<file path="config.mk">
export PLATFORM = sky130hd
export DESIGN_NAME = writeback_lq_flat
export DESIGN_NICKNAME = d
export VERILOG_FILES = /design/src/rtl/writeback_lq_if.sv /design/src/rtl/writeback_lq.sv /design/src/flat_wrapper.sv
export SDC_FILE = /design/constraint.sdc
export NUM_CORES = 1
export LEC_CHECK = 0
export ABC_AREA = 1
export CAP_MARGIN = 20
export CORE_AREA = 2 2 137 139
export CTS_CLUSTER_SIZE = 8
export DETAILED_ROUTE_END_ITERATION = 16
export DIE_AREA = 0 0 139 141
export PLACE_DENSITY = 0.95
export RECOVER_POWER = 25
export SETUP_SLACK_MARGIN = 0.02
export SYNTH_ARGS = -nofsm -noshare
export SYNTH_HDL_FRONTEND = slang
export SYNTH_SLANG_ARGS = --single-unit
</file>
<file path="constraint.sdc">
create_clock -name clk -period 4.8 [get_ports clk]
set_input_delay 0.48 -clock clk [delete_from_list [all_inputs] [get_ports clk]]
set_output_delay 0.48 -clock clk [all_outputs]
set_load 0.02 [all_outputs]
</file>
<file path="src/rtl/writeback_lq_if.sv">
// Writeback stage bus: in-order pipeline result, late-result channel (mul/div)
// and the merged register-file write port.
interface writeback_lq_if #(
  parameter int REGNO_WIDTH = 5,
  parameter int REG_WIDTH   = 32
);
  logic [REGNO_WIDTH-1:0] i_rd_no;
  logic [REG_WIDTH-1:0]   i_rd_val;
  logic                   i_late_vld;
  logic [REGNO_WIDTH-1:0] i_late_rd_no;
  logic [REG_WIDTH-1:0]   i_late_rd_val;
  logic                   o_late_rdy;
  logic [REGNO_WIDTH-1:0] o_rd_no;
  logic [REG_WIDTH-1:0]   o_rd_val;

  modport master (
    output i_rd_no, i_rd_val, i_late_vld, i_late_rd_no, i_late_rd_val,
    input  o_late_rdy, o_rd_no, o_rd_val
  );

  modport slave (
    input  i_rd_no, i_rd_val, i_late_vld, i_late_rd_no, i_late_rd_val,
    output o_late_rdy, o_rd_no, o_rd_val
  );
endinterface

</file>
<file path="src/rtl/writeback_lq.sv">
// Writeback stage merging pipeline results with a late-result queue (LQ).
// Optional macro WB_LATE_BYPASS_EN: live late result skips an empty, idle LQ.
module writeback_lq #(
  parameter  int REGNO_WIDTH = 5,
  parameter  int REG_WIDTH   = 32,
  parameter  int LQ_DEPTH    = 4,
  localparam int PTR_W       = $clog2(LQ_DEPTH),
  localparam int CNT_W       = PTR_W + 1,
  localparam int NREG        = 2 ** REGNO_WIDTH
) (
  input  logic                clk,
  input  logic                rst,
  input  logic                i_exec_stall,
  input  logic                i_mem_stall,
  input  logic                i_fetch_stall,
  writeback_lq_if.slave       bus,
  output logic [CNT_W-1:0]    o_lq_count,
  output logic [NREG-1:0]     o_pending
);

  logic [REGNO_WIDTH-1:0] rd_no_q, rd_no_d;
  logic [REG_WIDTH-1:0]   rd_val_q, rd_val_d;
  logic [PTR_W-1:0]       head_q, head_d, tail_q, tail_d;
  logic [CNT_W-1:0]       count_q, count_d;

  logic [REGNO_WIDTH-1:0] lq_rd_no_q [LQ_DEPTH];
  logic [REGNO_WIDTH-1:0] lq_rd_no_d [LQ_DEPTH];
  logic [REG_WIDTH-1:0]   lq_val_q   [LQ_DEPTH];
  logic [REG_WIDTH-1:0]   lq_val_d   [LQ_DEPTH];
  logic [LQ_DEPTH-1:0]    lq_kill_q, lq_kill_d;

  logic core_stall, pipe_wr, lq_full, lq_empty;
  logic push_acc, push_store, pop, bypass;

  assign core_stall = i_exec_stall | i_mem_stall | i_fetch_stall;
  assign pipe_wr    = !core_stall && (bus.i_rd_no != '0);
  assign lq_full    = (count_q == CNT_W'(LQ_DEPTH));
  assign lq_empty   = (count_q == '0);
  assign push_acc   = bus.i_late_vld && !lq_full;
  assign pop        = !pipe_wr && !lq_empty;

`ifdef WB_LATE_BYPASS_EN
  assign bypass = push_acc && (bus.i_late_rd_no != '0) && lq_empty && !pipe_wr;
`else
  assign bypass = 1'b0;
`endif

  // Register 0 means "no write": accepted from the producer but never stored.
  assign push_store = push_acc && (bus.i_late_rd_no != '0) && !bypass;

  always_comb begin
    rd_no_d    = '0;
    rd_val_d   = rd_val_q;
    head_d     = head_q;
    tail_d     = tail_q;
    lq_rd_no_d = lq_rd_no_q;
    lq_val_d   = lq_val_q;
    lq_kill_d  = lq_kill_q;

    if (pipe_wr) begin
      rd_no_d  = bus.i_rd_no;
      rd_val_d = bus.i_rd_val;
    end else if (pop) begin
      if (!lq_kill_q[head_q]) begin
        rd_no_d  = lq_rd_no_q[head_q];
        rd_val_d = lq_val_q[head_q];
      end
      head_d = head_q + 1'b1;
    end else if (bypass) begin
      rd_no_d  = bus.i_late_rd_no;
      rd_val_d = bus.i_late_rd_val;
    end

    // A pipeline write is younger than any queued late result to the same register.
    if (pipe_wr) begin
      for (int i = 0; i < LQ_DEPTH; i++) begin
        if (lq_rd_no_q[i] == bus.i_rd_no) lq_kill_d[i] = 1'b1;
      end
    end

    if (push_store) begin
      lq_rd_no_d[tail_q] = bus.i_late_rd_no;
      lq_val_d[tail_q]   = bus.i_late_rd_val;
      lq_kill_d[tail_q]  = pipe_wr && (bus.i_late_rd_no == bus.i_rd_no);
      tail_d             = tail_q + 1'b1;
    end

    count_d = count_q + CNT_W'(push_store) - CNT_W'(pop);
  end

  always_ff @(posedge clk) begin
    if (rst) begin
      rd_no_q   <= '0;
      rd_val_q  <= '0;
      head_q    <= '0;
      tail_q    <= '0;
      count_q   <= '0;
      lq_kill_q <= '0;
      for (int i = 0; i < LQ_DEPTH; i++) begin
        lq_rd_no_q[i] <= '0;
        lq_val_q[i]   <= '0;
      end
    end else begin
      rd_no_q    <= rd_no_d;
      rd_val_q   <= rd_val_d;
      head_q     <= head_d;
      tail_q     <= tail_d;
      count_q    <= count_d;
      lq_kill_q  <= lq_kill_d;
      lq_rd_no_q <= lq_rd_no_d;
      lq_val_q   <= lq_val_d;
    end
  end

  // Per-entry pending contribution: occupied (offset from head below count) and not killed.
  logic [NREG-1:0] ent_mask [LQ_DEPTH];
  genvar gi;
  generate
    for (gi = 0; gi < LQ_DEPTH; gi++) begin : g_ent
      logic [PTR_W-1:0] offs;
      logic             live;
      assign offs          = PTR_W'(gi) - head_q;
      assign live          = ({1'b0, offs} < count_q) && !lq_kill_q[gi];
      assign ent_mask[gi]  = live ? (NREG'(1) << lq_rd_no_q[gi]) : '0;
    end
  endgenerate

  always_comb begin
    o_pending = '0;
    for (int i = 0; i < LQ_DEPTH; i++) o_pending = o_pending | ent_mask[i];
    o_pending[0] = 1'b0;
  end

  assign o_lq_count     = count_q;
  assign bus.o_late_rdy = !lq_full;
  assign bus.o_rd_no    = rd_no_q;
  assign bus.o_rd_val   = rd_val_q;

endmodule

</file>
<file path="src/flat_wrapper.sv">
// flat-port wrapper written by rule: the top's interface ports become plain ports
module writeback_lq_flat 
#(
  parameter  int REGNO_WIDTH = 5,
  parameter  int REG_WIDTH   = 32,
  parameter  int LQ_DEPTH    = 4,
  localparam int PTR_W       = $clog2(LQ_DEPTH),
  localparam int CNT_W       = PTR_W + 1,
  localparam int NREG        = 2 ** REGNO_WIDTH
)
  (clk, rst, i_exec_stall, i_mem_stall, i_fetch_stall, o_lq_count, o_pending, bus_i_rd_no, bus_i_rd_val, bus_i_late_vld, bus_i_late_rd_no, bus_i_late_rd_val, bus_o_late_rdy, bus_o_rd_no, bus_o_rd_val);
  writeback_lq_if #(.REGNO_WIDTH(REGNO_WIDTH), .REG_WIDTH(REG_WIDTH)) bus_i ();
  input  logic clk;
  input  logic rst;
  input  logic i_exec_stall;
  input  logic i_mem_stall;
  input  logic i_fetch_stall;
  output logic [CNT_W-1:0] o_lq_count;
  output logic [NREG-1:0] o_pending;
  input wire logic [$bits(bus_i.i_rd_no)-1:0] bus_i_rd_no;
  input wire logic [$bits(bus_i.i_rd_val)-1:0] bus_i_rd_val;
  input wire logic [$bits(bus_i.i_late_vld)-1:0] bus_i_late_vld;
  input wire logic [$bits(bus_i.i_late_rd_no)-1:0] bus_i_late_rd_no;
  input wire logic [$bits(bus_i.i_late_rd_val)-1:0] bus_i_late_rd_val;
  output wire logic [$bits(bus_i.o_late_rdy)-1:0] bus_o_late_rdy;
  output wire logic [$bits(bus_i.o_rd_no)-1:0] bus_o_rd_no;
  output wire logic [$bits(bus_i.o_rd_val)-1:0] bus_o_rd_val;
  assign bus_i.i_rd_no = bus_i_rd_no;
  assign bus_i.i_rd_val = bus_i_rd_val;
  assign bus_i.i_late_vld = bus_i_late_vld;
  assign bus_i.i_late_rd_no = bus_i_late_rd_no;
  assign bus_i.i_late_rd_val = bus_i_late_rd_val;
  assign bus_o_late_rdy = bus_i.o_late_rdy;
  assign bus_o_rd_no = bus_i.o_rd_no;
  assign bus_o_rd_val = bus_i.o_rd_val;
  writeback_lq #(.REGNO_WIDTH(REGNO_WIDTH), .REG_WIDTH(REG_WIDTH), .LQ_DEPTH(LQ_DEPTH)) u_core (.clk(clk), .rst(rst), .i_exec_stall(i_exec_stall), .i_mem_stall(i_mem_stall), .i_fetch_stall(i_fetch_stall), .bus(bus_i), .o_lq_count(o_lq_count), .o_pending(o_pending));
endmodule
</file>
Word level (Yosys, flattened, before mapping)
Cells that the tools add are included.

Bits in registers: 196. Memories kept: 0. Output and inout port bits: 73. RAM bits: 0. Latch bits: 0. Memory bits (read-only): 0. Bits of input ports: 80.

Equality and inequality tests: 7. Mux-type cells: 33. Shift-type cells: 4. Reduce and logical (&&, ||, !) cells: 25. Divide/modulo/power cells: 0. Add/sub/neg operators: 8. Multipliers: 0. Order comparisons: 10. Bitwise logic cells: 8.

Operators with widths (count): $mux 32 (10); $bwmux 128 (1); $shl 1x5->32 const A (4); $or 32x32->32 (3); $bmux 32 s2 (1); $demux 32 s2 (1); $mux 5 (6); $eq 5x5->1 (5); $bwmux 20 (1); $lt 2x3->1 (4); $logic_and 1x1->1 (11); $bmux 5 s2 (1); $demux 5 s2 (1); $reduce_bool 5->1 (2); $logic_not 1->1 (8); $mux 4 (2); $ge 3x3->1 const B (2); $lt 2x3->1 const B (2); $mux 1 (6); $not 2->3 (2); $add 2x1->2 const B (2); $bwmux 4 (1); $reduce_and 2->1 (2); $sub 1x2->2 const A (2); 13 further kinds (15).

Depth between registers and ports, before layout
Word-level depth: 8. Gate-level depth with buffers: 13.

Least setup slack after synthesis
No wires, ideal clock.

Path type: input to register. From: in i_mem_stall. To: reg u_core.count_q[2] (netlist: u_core.o_lq_count[2]). Arrival time: 2.217 ns. Setup time: 0.121 ns. Stages: 11. Setup slack: 2.462 ns. Cells stage by stage: nor3_1 > nand2_1 > buf_4 > nand2_1 > inv_1 > ha_1 > inv_1 > ha_1 > fa_1 > o21ai_0 > a21oi_1.

Cells in the longest elaborated chain, start to end: 7.

RTL lines: start: declaration (line flat_wrapper.sv:16) `input logic i_mem_stall;`; $or 1x1->1 (2 in a row) (line writeback_lq.sv:35) `assign core_stall = i_exec_stall | i_mem_stall | i_fetch_stall;`; $logic_not 1->1 (line writeback_lq.sv:36) `assign pipe_wr = !core_stall && (bus.i_rd_no != '0);`; $logic_and 1x1->1 (line writeback_lq.sv:36); $logic_not 1->1 (line writeback_lq.sv:40) `assign pop = !pipe_wr && !lq_empty;`; $logic_and 1x1->1 (line writeback_lq.sv:40); $sub 3x1->3 (line writeback_lq.sv:88) `count_d = count_q + CNT_W'(push_store) - CNT_W'(pop);`; end signal: assignment (line writeback_lq.sv:108) `count_q <= count_d;`; end: declaration (line writeback_lq.sv:24) `logic [CNT_W-1:0] count_q, count_d;`.

No other way between the ends. A chain may end at the register's enable or synchronous reset.

Worst setup path after layout
From: reg u_core.head_q[0]. To: out o_pending[22].

Cells in the longest elaborated chain, start to end: 7.

RTL lines: start: declaration (line writeback_lq.sv:23) `logic [PTR_W-1:0] head_q, head_d, tail_q, tail_d;`; start signal: assignment (line writeback_lq.sv:95) `head_q <= '0;`; start signal: assignment (line writeback_lq.sv:106) `head_q <= head_d;`; $sub 1x2->2 (line writeback_lq.sv:122) `assign offs = PTR_W'(gi) - head_q;`; $lt 2x3->1 (line writeback_lq.sv:123) `assign live = ({1'b0, offs} < count_q) && !lq_kill_q[gi];`; $logic_and 1x1->1 (line writeback_lq.sv:123); $mux 32 (line writeback_lq.sv:124) `assign ent_mask[gi] = live ? (NREG'(1) << lq_rd_no_q[gi]) : '0;`; $or 32x32->32 (2 in a row) (line writeback_lq.sv:130) `for (int i = 0; i < LQ_DEPTH; i++) o_pending = o_pending | ent_mask[i];`; $or 32x32->32 (*) (line writeback_lq.sv:130); end: declaration (line flat_wrapper.sv:19) `output logic [NREG-1:0] o_pending;`.

Mark *: on every way between the ends. The rest lies on a longest branch, timed or not.

==> summary.txt <==
violated checks = max-capacitance violations, max-slew violations
Core Footprint = 0.0183 mm2
postcts setup bufs = 0
delay-heaviest family, CP = buffers and inverters
Clk Latency, worst-skew pair = 0.46 ns
sequential cell area = 0.00392 mm2
worst-path cell chain = inv_2 -> nand2_1 -> nand2_1 -> inv_1 -> ha_1 -> nand2_1 -> nand2_1 -> a21oi_1 -> buf_4 -> nand3_1 -> nand3_1 -> clkdlybuf4s50_1
Final WS setup = 1.06 ns
Area Overhead vs Synth = 18.4%
Leak Pwr = 4.98 nW
row count = 50
Nets = 1817
PostCTS Resize Cnt = 0
total vias in the final route = 11700
layout cells sized above 1 = 3.85%
routability congestion estimate from global placement = 1.02
Via density = 5.91
CTS Sinks = 196
WHS = 0.467 ns
Setup Skew = 0.0122 ns
largest net degree at the start of global routing = 104
Crit. Startpoint = u_core.head_q[0]$_SDFFE_PP0P_
worst path bufs/invs = 4
Mean Syn Cell Area = 6.31 um2
max-cap viol count = 2
Setup violations, final = 0
CTS Root Buffer Type = clkbuf_16
Worst-Margin Slew = 2.04 ns
Mapped Cells = 1658
Most common cell on crit path = nand2_1
Final min period = 3.74 ns
H-tree depth = 4
Syn. warnings = 0
Final Hold Fails = 0
RSZ-0062 raised after global routing = no
critical path peak fanout = 29
DRC viols = 0
f_max = 0.267 GHz
post-synthesis sequential area ratio = 37.5%
hold path startpoint = u_core.lq_val_q[2]$_SDFFE_PP0P_
pwr dens = 495 mW/mm2
Pre-antenna DRT Iters = 9
CP max-delay cell = clkdlybuf4s50_1
crit end category = primary output
cts hold-fix bufs = 0
Reg-to-Reg Start = u_core.o_lq_count[0]$_SDFF_PP0_
hpwl dp = 21800 um
number of global-route vias before repair = 11100
drt wl/cell = 17.6 um
Distinct cells, synth = 28
fin. max-slew vios = 139
GRT overflow = 0
chip height = 141 um
DRT antenna net count = 0
TritonCTS Buffers = 17
worst min path class = reg -> reg
crit share post-route = 78.0%
pre-CTS WS = 1.25 ns
Routed WL = 34800 um
synthesis-stage register bit count = 196
status = finished with violations
critical path class = reg -> out
die area = 0.0196 mm2
number of antenna violations at the first check in global routing = 0
Max VDD drop = 0.000374 V
CP required = 4.32 ns
Longest Clk Path Bufs = 2
Starting Density = 57.3%
Final TNS setup = 0 ns
slowest stage delay, CP = 0.63 ns
CTS tree = built
Critical Path AT = 3.26 ns
Slew HR = -36.1%
die width = 139 um
1st-iter DRT viols = 1677
clock-pin slew of the registers on the worst-case setup and hold paths = 0.07 ns
GRT Resource Usage Total = 35.0%
footprint of the multi-input gates = 0.00575 mm2
syn nets = 1749
Antenna Cells = 0
startpoint types = flip-flop
I/O Buffers = 151
Post-Syn Area = 0.0105 mm2
global-route wire length before repair = 56000 um
number of fill cells in the layout = 1520
IO Pins = 153
[layout make-up]
cell class,instances,share of cell area [%]
multi-input cells,1284,46.4
flip-flops and latches,196,31.7
repair buffers,167,13.1
clock buffers,18,3.46
well taps,234,2.36
inverters,60,1.82
clock inverters,14,1.18
[cell families after synthesis]
logic type               after synthesis  share of synthesized area (%)
AND/OR/NAND/NOR                     1029                           41.2
buffers and inverters                178                           7.48
adder cells (fa/ha/maj)               11                           1.39
other                                  1                         0.0358
flip-flops                           196                           37.5
AO/OA/AOI/OAI                        228                           11.1
XOR/XNOR                              15                           1.26
[cells in the final DEF (no fill, tap or decap), drive strengths merged, types with 9 or more instances in the layout]
| master | Yosys | layout |
|---|---|---|
| dlygate4sd3 | 0 | 40 |
| clkinv | 3 | 9 |
| nor4 | 9 | 9 |
| dfxtp | 196 | 196 |
| nor2 | 181 | 181 |
| nand3b | 32 | 32 |
| o21ai | 27 | 27 |
| a21oi | 194 | 194 |
| nand4 | 53 | 53 |
| buf | 65 | 15 |
| nand3 | 90 | 90 |
| nand2 | 659 | 659 |
| inv | 57 | 59 |
| xor2 | 13 | 13 |
| clkdlybuf4s50 | 0 | 110 |
| ha | 10 | 10 |
| clkbuf | 53 | 20 |
[worst reg2reg max path, cell delays in order, from the launching register on]
cell and delay (ns):
dfxtp_1 0.47, nor2_2 0.14, a21oi_4 0.23, nand3_2 0.11
inv_1 1.01, nand2_1 0.11, a21oi_1 0.27
[state kept, by name (all words and copies together), names as in the netlist]
register and count:
u_core.head_q 2, u_core.tail_q 2, u_core.o_lq_count 3, u_core.lq_kill_q 4
u_core.bus.o_rd_val 32, u_core.bus.o_rd_no 5, u_core.lq_val_q 128, u_core.lq_rd_no_q 20
[path summary, 6_finish.rpt]
| kind | end | slack (ns) | depth (start not counted) |
|---|---|---|---|
| min | u_core.lq_val_q[2]$_SDFFE_PP0P_ | 0.47 | 2 |
| min reg2reg | u_core.lq_val_q[2]$_SDFFE_PP0P_ | 0.47 | 2 |
| max | o_pending[22] | 1.06 | 12 |
| max reg2reg | u_core.lq_val_q[100]$_SDFFE_PP0P_ | 2.34 | 6 |
[power by group]
part | total [mW] | leakage (nW) | switching, mW | internal [mW]
clock network | 1.40 | 0.265 | 0.670 | 0.727
logic | 2.62 | 3.12 | 1.78 | 0.839
registers | 2.12 | 1.60 | 0.229 | 1.89
total | 6.13 | 4.98 | 2.68 | 3.45
[stage by stage]
| stage | instance area [um2] | utilization [%] | cells | total power, mW |
|---|---|---|---|---|
| final | 12400 | 67.8 | 1973 | 6.13 |
| after global routing | 12400 | 67.8 | 1973 | 6.42 |
| after CTS | 12400 | 67.9 | 1973 | 6.10 |
| after detailed placement | 11800 | 64.8 | 1941 | 4.71 |
| after global placement | 11800 | 64.8 | 1941 | 4.63 |
| after floorplan | 10500 | - | 1658 | 3.85 |
[metal layers]
| metal | track usage, % | routed length [um] |
|---|---|---|
| met1 | 44.0 | 13200 |
| met2 | 56.0 | 15800 |
| met3 | 8.83 | 4410 |
| met4 | 18.1 | 1360 |
| met5 | 0 | 0 |
[cells in the mapped netlist]
| cell | instances | area, um2 |
|---|---|---|
| nor3_1 | 5 | 25.0 |
| buf_4 | 15 | 113 |
| buf_2 | 46 | 230 |
| buf_1 | 4 | 15.0 |
| a22oi_1 | 4 | 30.0 |
| a21oi_1 | 193 | 966 |
| inv_1 | 50 | 188 |
| xnor2_1 | 2 | 17.5 |
| nand3_2 | 6 | 60.1 |
| o21ai_0 | 27 | 135 |
| inv_2 | 7 | 26.3 |
| fa_1 | 1 | 20.0 |
| ha_1 | 10 | 125 |
| nand3b_1 | 32 | 240 |
| nand3_1 | 84 | 420 |
| xor2_1 | 13 | 114 |
| clkbuf_1 | 53 | 199 |
| dfxtp_1 | 196 | 3920 |
| nor4_1 | 9 | 56.3 |
| conb_1 | 1 | 3.75 |
| nor2_2 | 8 | 50.1 |
| a21oi_4 | 1 | 16.3 |
| clkinv_1 | 3 | 11.3 |
| nand4_1 | 53 | 332 |
| o22ai_1 | 3 | 18.8 |
| nor2_1 | 173 | 649 |
| nand2_2 | 1 | 6.26 |
| nand2_1 | 658 | 2470 |
No activity file was read; power rests on OpenSTA's default activity.
==> edit: new RTL, same settings <==
Reset style: asynchronous (`rst`), changed in one clocked block.
--- a/src/rtl/writeback_lq.sv
+++ b/src/rtl/writeback_lq.sv
@@ -90,3 +90,3 @@
 
-  always_ff @(posedge clk) begin
+  always_ff @(posedge clk or posedge rst) begin
     if (rst) begin
Behaviour: differs if rst is asserted again (counterexample within 4 cycles, from zero or initial values and one cycle with rst high); with rst held inactive, the same outputs for 4 cycles.
==> edit against the original RTL <==
  * The flow still finishes with violations (capacitance limit, slew limit)
  * Combinational power grew 85%
  * Global-route usage is 2.5 points higher
  * Area after synthesis is 8.0% higher
  * First-iteration DRC count is 16% lower
  * Power rose by 54%
  * Non-clock buffer count stayed put
  * Critical path depth decreased by 5
  * Final area increased by 7.4%
  * Wire length is 6.3% higher
  * Sequential cell count unchanged
  * Register-to-register slack got worse by 0.66 ns
  * Worst setup slack lost 0.20 ns
  * Largest cell class unchanged
  * Largest power group unchanged
==> edit: results (changes against the original RTL) <==
* Gp weighted congestion at 0.986 (-3.6%)
* Sequential area share after synthesis at 0.434 (+0.0589)
* Post-DP HPWL at 22800 um (+4.8%)
* Post-Synth XOR/XNOR Area at 0.0155 (+0.00294)
* Worst EP arrival at 3.46 ns (+0.20 ns)
* Failing checks: capacitance limit, slew limit
* Maximum VDD drop at 550 uV (+47%)
* Relative slew margins at -0.540 (-0.180)
* Tot GR Track Use at 0.375 (+0.0253)
* Post-synth top cells: nand2_1, nor2_1, dfrtp_1
* Vias in the first global route at 11600 (+4.1%)
* Total cell area at the placement stage at 12700 sq um (+7.4%)
* Initial antenna violation count at 1 (+1)
* Metal3 WL at 4100 um (-6.9%)
* Crit-path slowest cell: dfrtp_1
* Crit path from: u_core.lq_rd_no_q[2]
* Post-Syn Area per Cell at 6.81 sq um (+8.0%)
* Met1 WL at 13700 um (+4.0%)
* Synth Area in Adders at 0.0128 (-0.00103)
* 1st-pass router iterations at 6 (-3)
* Met2 global-route usage at 0.614 (+0.0542)
* Slowest Stage Delay on Critical Path at 0.85 ns (+0.22 ns)
* Worst Min Path Start: u_core.lq_val_q[102]
* Hold slack at 0.485 ns (+0.0180 ns)
* Post-Place Worst Slack at 1.45 ns (+0.202 ns)
* DR WL/cell at 18.6 um (+5.7%)
* P_leak at 6.46 nW (+30%)
* # Max-Cap Violations at 1 (-1)
* Layout cells sized above 1 at 0.0383 (-0.000220)
* Pin count of the biggest net entering global routing at 174 (+67%)
* Worst-path clk slew at 0.08 ns
* Slew Viols, Final at 174 (+25%)
* Critical Path End: o_pending[7]
* Worst hold path endpoint: u_core.lq_val_q[102]
* Worst reg2reg path depth at 8 (+2)
* Async SR Flop Fraction at 1.00 (+1.00)
* Layout Cells excl Fill at 1983 (+0.51%)
* Setup ws final at 0.861 ns (-0.196 ns)
* DR vias/cell at 6.01 (+1.7%)
* R2R setup slack at 1.68 ns (-0.66 ns)
* Mapped Nets at 1750 (+0.057%)
* Met3 Use GR at 0.0785 (-0.00985)
* Global-route wire length before repair at 58700 um (+4.9%)
* CP Max Fanout at 16 (-45%)
* Grt met1 use at 0.482 (+0.0418)
* Final Skew at 0.0154 ns (+0.00327 ns)
* Primary FF master, synth: dfrtp_1
* Area contributors post-synth: dfrtp_1, nand2_1, nor2_1
* Synth Area in Compound Gates at 0.0761 (-0.0354)
* Outcome: finished with violations
* FF-to-FF End: u_core.bus.o_rd_val[1]
* Initial DRC Count at 1406 (-16%)
* WL met2 at 17700 um (+12%)
* R2R Path Start: u_core.head_q[0]
* WP depth at 7 (-5)
* Cell family with most CP delay: buffers and inverters
## edit: cell types whose count changed after synthesis, moves of 13 or more
cell / change
a21oi_1: -127
clkbuf_1: -19
dfrtp_1: +196
dfxtp_1: -196
inv_1: +57
nand2_1: -78
nand3_1: +25
nand3b_1: -32
nand4_1: -13
nor2_1: +72
nor3_1: +48
o21ai_0: +59
## edit: power by group
group          leakage, nW  switching [mW]  total (mW)  internal, mW
logic                 3.75            3.32        4.86          1.54
registers             2.44           0.747        3.19          2.44
clock network        0.279           0.725        1.42         0.696
total                 6.46            4.79        9.47          4.67
## edit: final cells by class
cell class / instances / area [sq um]
flip-flops and latches: 196 / 4900
clock inverters: 14 / 154
clock buffers: 17 / 425
fillers: 1312 / 4970
repair buffers: 167 / 1660
well taps: 234 / 293
inverters: 122 / 459
multi-input cells: 1233 / 5410
## edit: worst min-delay path, cell delays in order (launching register included)
cell and delay, ns:
dfrtp_1 0.35, nand2_1 0.05, nand2_1 0.05
